**src/rtl/uart_rx.sv**
```systemverilog
// uart_rx: 8-bit UART receiver (LSB first, one parity bit, one stop bit) with strobe and error flag.
module uart_rx #(
    parameter int   CLK_FREQUENCY = 100_000_000,
    parameter int   BAUD_RATE     = 19_200,
    parameter logic PARITY        = 1'b1
) (
    input  logic       clk,
    input  logic       rst_n,
    input  logic       din,
    output logic [7:0] dout,
    output logic       busy,
    output logic       data_strobe,
    output logic       rx_error
);
    localparam int BAUD_CLOCKS = CLK_FREQUENCY / BAUD_RATE;
    localparam int HALF_CLOCKS = BAUD_CLOCKS / 2;
    localparam int CW          = $clog2(BAUD_CLOCKS);

    typedef enum logic [2:0] {IDLE, START, DATA, PAR, STOP} state_t;

    state_t          state;
    logic [CW-1:0]   cnt;
    logic [2:0]      idx;
    logic [7:0]      shreg;
    logic            par;
    logic            din_m, din_s, din_d;

    wire half_done = cnt == CW'(HALF_CLOCKS - 1);
    wire baud_done = cnt == CW'(BAUD_CLOCKS - 1);

    always_ff @(posedge clk or negedge rst_n) begin
        if (!rst_n) begin
            {din_m, din_s, din_d} <= 3'b111;
        end else begin
            {din_m, din_s, din_d} <= {din, din_m, din_s};
        end
    end

    // Samples are taken mid-bit: half a period after the start edge, then every full period.
    always_ff @(posedge clk or negedge rst_n) begin
        if (!rst_n) begin
            state       <= IDLE;
            cnt         <= '0;
            idx         <= '0;
            shreg       <= '0;
            par         <= 1'b0;
            dout        <= '0;
            busy        <= 1'b0;
            data_strobe <= 1'b0;
            rx_error    <= 1'b0;
        end else begin
            data_strobe <= 1'b0;
            cnt         <= cnt + 1'b1;
            case (state)
                IDLE: begin
                    cnt <= '0;
                    if (din_d && !din_s) begin
                        state <= START;
                        busy  <= 1'b1;
                    end
                end
                START: if (half_done) begin
                    cnt <= '0;
                    idx <= '0;
                    state <= din_s ? IDLE : DATA;
                    busy  <= !din_s;
                end
                DATA: if (baud_done) begin
                    cnt        <= '0;
                    shreg[idx] <= din_s;
                    idx        <= idx + 1'b1;
                    if (idx == 3'd7) state <= PAR;
                end
                PAR: if (baud_done) begin
                    cnt   <= '0;
                    par   <= din_s;
                    state <= STOP;
                end
                STOP: if (baud_done) begin
                    cnt         <= '0;
                    dout        <= shreg;
                    rx_error    <= ((^{shreg, par}) != PARITY) || !din_s;
                    data_strobe <= 1'b1;
                    busy        <= 1'b0;
                    state       <= IDLE;
                end
                default: state <= IDLE;
            endcase
        end
    end
endmodule

```
**config.mk**
```make
export PLATFORM = sky130hd
export DESIGN_NAME = uart_rx
export DESIGN_NICKNAME = d
export VERILOG_FILES = /design/src/rtl/uart_rx.sv
export SDC_FILE = /design/constraint.sdc
export NUM_CORES = 1
export LEC_CHECK = 0
export CORE_ASPECT_RATIO = 1.2
export CORE_MARGIN = 2
export CORE_UTILIZATION = 31
export DETAILED_ROUTE_END_ITERATION = 12
export PLACE_DENSITY_LB_ADDON = 0.08
export SYNTH_ARGS = -nofsm -noshare
export SYNTH_HDL_FRONTEND = slang
export SYNTH_SLANG_ARGS = --single-unit
```
**constraint.sdc**
```tcl
create_clock -name clk -period 2 [get_ports clk]
set_input_delay 0.3 -clock clk [delete_from_list [all_inputs] [get_ports clk]]
set_output_delay 0.3 -clock clk [all_outputs]
set_load 0.02 [all_outputs]
```
==> results_dict.tcl <==
set metrics [dict create \
    crit_fanout 5 \
    path_cells "ha_2, nor3b_4, nand4_4, nor3_4, buf_6, nand4b_1, mux2_4" \
    synthXorXnorAreaFrac 0.0817 \
    grt_pass1_wl_um 7230 \
    critPathCaptureType "flop" \
    die_w_um 79.1 \
    chipHeight_um 94.1 \
    place_area_mm2 0.00243 \
    drv_cap 0 \
    multi_input_area_mm2 0.00103 \
    slowest_delay_ns 0.37 \
    period_minus_slack_ns 1.94 \
    crit_arrival_ns 2.12 \
    dr.pass1.iters 4 \
    die-area_mm2 0.00745 \
    leakage_nw 1.24 \
    path_delay_family "simple AND/OR/NAND/NOR gates" \
    synth_top_flop_cell "dfrtp_1" \
    hold_path.class "flop to flop" \
    nets 219 \
    yosys.area.top_type "dfrtp_1" \
    synth_edf_count 0 \
    cts_max_path_buffers 2 \
    synth_area_leaders "dfrtp_1, mux2_2, xnor2_1" \
    syn_inst 178 \
    fmax_ghz 0.515 \
    initial_core_util 0.323 \
    utilization 0.402 \
    synth-simple-area-share 0.206 \
    path_class "flop to flop" \
    yosysSeqAreaShare 0.503 \
    reg2reg_setup_slack_ns 0.06 \
    cts_tree "done" \
    cts_made_buffers 5 \
    clock_skew_ns 0.00903 \
    port_buffers 13 \
    placementRows 32 \
    status "completed" \
    synth_top_family_by_area "simple AND/OR/NAND/NOR gates" \
    worst_slew_pin_slew_ns 0.546 \
    via_per_inst 4.80 \
    grt_use_total 0.126 \
    tns_ns 0 \
    syn2layout_area_growth_pct 24.3 \
    synth_mux_area_frac 0.0966 \
    synthArstFlopShare 1.00 \
    rsz0062_at_grt "yes" \
    io_pins 14 \
    setup_viol 0 \
    nFillCells 664 \
    start_kind "flop" \
    peakVddDrop_v 0.000478 \
    place_hpwl_um 3020 \
    slew_headroom 0.636 \
    synth_top_cell_area_share 0.465 \
    drc 0 \
    drt_iter0_drc 46 \
    synth_compound_area_frac 0.0662 \
    hold_slack_ns 0.358 \
    finalPower_mw 2.14 \
    synth_fa_ha_area_frac 0.0239 \
    core_mm2 0.00649 \
    vias 1429 \
    yosysWarnings 0 \
    final_cell_area_mm2 0.00261 \
    drive_gt1_frac 0.315 \
    place_congestion 0.757 \
    hold_viol_final 0 \
    overflow 0 \
    synth_cell_type_count 43 \
    cpMaxStageDelayCell "dfrtp_1" \
    wire_per_inst_um 14.0 \
    report.final.slew_viol_count 0 \
    htree_levels 2 \
    antenna_left 0 \
    antenna_cells 0 \
    avgSynthCellArea_um2 11.8 \
    grt_pass1_vias 1487 \
    netlist_area_mm2 0.00210 \
    synth_seq_cells 42 \
    crit_required_ns 2.18 \
    clkSinkCount 42 \
    syn_nets 185 \
    grt_max_degree 23 \
    clkTransAtPathRegs_ns 0.08 \
    power_density_mw_per_mm2 822 \
    antenna_found_initial 0 \
    clock_latency_ns 0.29 \
    path_buf_inv 1 \
    period_share 0.970 \
    drt_wl_total_um 4190 \
    ff_latch_area_mm2 0.00105 \
    root_buffer "clkbuf_8" \
]
[layout make-up]
type	count	share of cell area
repair buffers	35	0.123
multi-input cells	127	0.393
well taps	85	0.0408
flip-flops and latches	42	0.405
clock buffers	6	0.0317
clock inverters	2	0.00480
inverters	1	0.00144
[final timing paths]
path,startpoint,end,cells past startpoint
max,cnt[0]$_DFF_PN0_,shreg[6]$_DFFE_PN0P_,7
min,din_m$_DFF_PN1_,din_s$_DFF_PN1_,0
max reg2reg,cnt[0]$_DFF_PN0_,shreg[6]$_DFFE_PN0P_,7
min in group asynchronous,rst_n,dout[3]$_DFFE_PN0P_,2
min reg2reg,din_m$_DFF_PN1_,din_s$_DFF_PN1_,0
max in group asynchronous,rst_n,cnt[0]$_DFF_PN0_,3
[flip-flops by register name, indices dropped and copies added (netlist names)]
name         cells
cnt             13
din_d            1
rx_error         1
data_strobe      1
busy             1
shreg            8
state            3
idx              3
dout             8
din_m            1
par              1
din_s            1
[report_power, final]
| part | switching (mW) | internal, mW |
|---|---|---|
| clock network | 0.293 | 0.278 |
| logic | 0.236 | 0.286 |
| registers | 0.107 | 0.944 |
| total | 0.636 | 1.51 |
[stage by stage]
stage	worst slack, ns	std cells
after floorplan	0.171	178
after global routing	-0.0602	298
after CTS	0.0397	293
final	0.0595	298
after global placement	0.0916	284
after detailed placement	-0.000915	284
[placed cells by master, fill, tap and decap left out, types with 5 or more instances in the layout]
cell type	n
dfrtp_1	39
clkbuf_8	6
mux2_4	6
a21oi_1	5
buf_4	18
clkdlybuf4s50_1	12
nand3_1	10
nor2_1	21
mux2_2	12
nand2_1	6
xor2_1	7
xnor2_1	10
[routing by layer]
metal | track usage | up-vias | share of wire
met5 | 0 | - | 0
met3 | 0.0288 | 6 | 0.027
met4 | 0.0402 | 0 | 0.014
li1 | - | 693 | -
met2 | 0.234 | 16 | 0.53
met1 | 0.141 | 714 | 0.42
[cells by family after synthesis]
kind of cell / count (synthesis)
AO/OA/AOI/OAI: 19
buffers and inverters: 9
adder cells (fa/ha/maj): 4
AND/OR/NAND/NOR: 68
XOR/XNOR: 18
flip-flops: 42
multiplexers: 18
[synth_stat cells, types with 2 or more instances]
library cell	instances
nor3_1	3
mux2_1	4
xnor2_1	10
buf_2	2
o21bai_1	2
nand4b_1	3
a21oi_1	5
nor3b_4	2
dfrtp_1	39
a21o_1	3
nand2b_1	3
dfstp_2	3
nand2_1	6
mux2_2	14
nand3_1	10
and4bb_2	2
o21ai_0	3
a22o_2	2
nand4_1	3
clkbuf_1	4
and3_1	2
xor2_1	7
nor2_1	21
ha_1	4
nor2b_1	3
[what timing repair did]
| action | in CTS | in global routing |
|---|---|---|
| hold buffers | 1 | 0 |
| endpoints found under the hold margin | 16 | 0 |
| resized for setup | 0 | 9 |
| setup buffers | 0 | 5 |
| pin swaps | 1 | 3 |
| setup endpoints to repair | 1 | 20 |
Note: power is estimated with default switching activity, not from simulation.
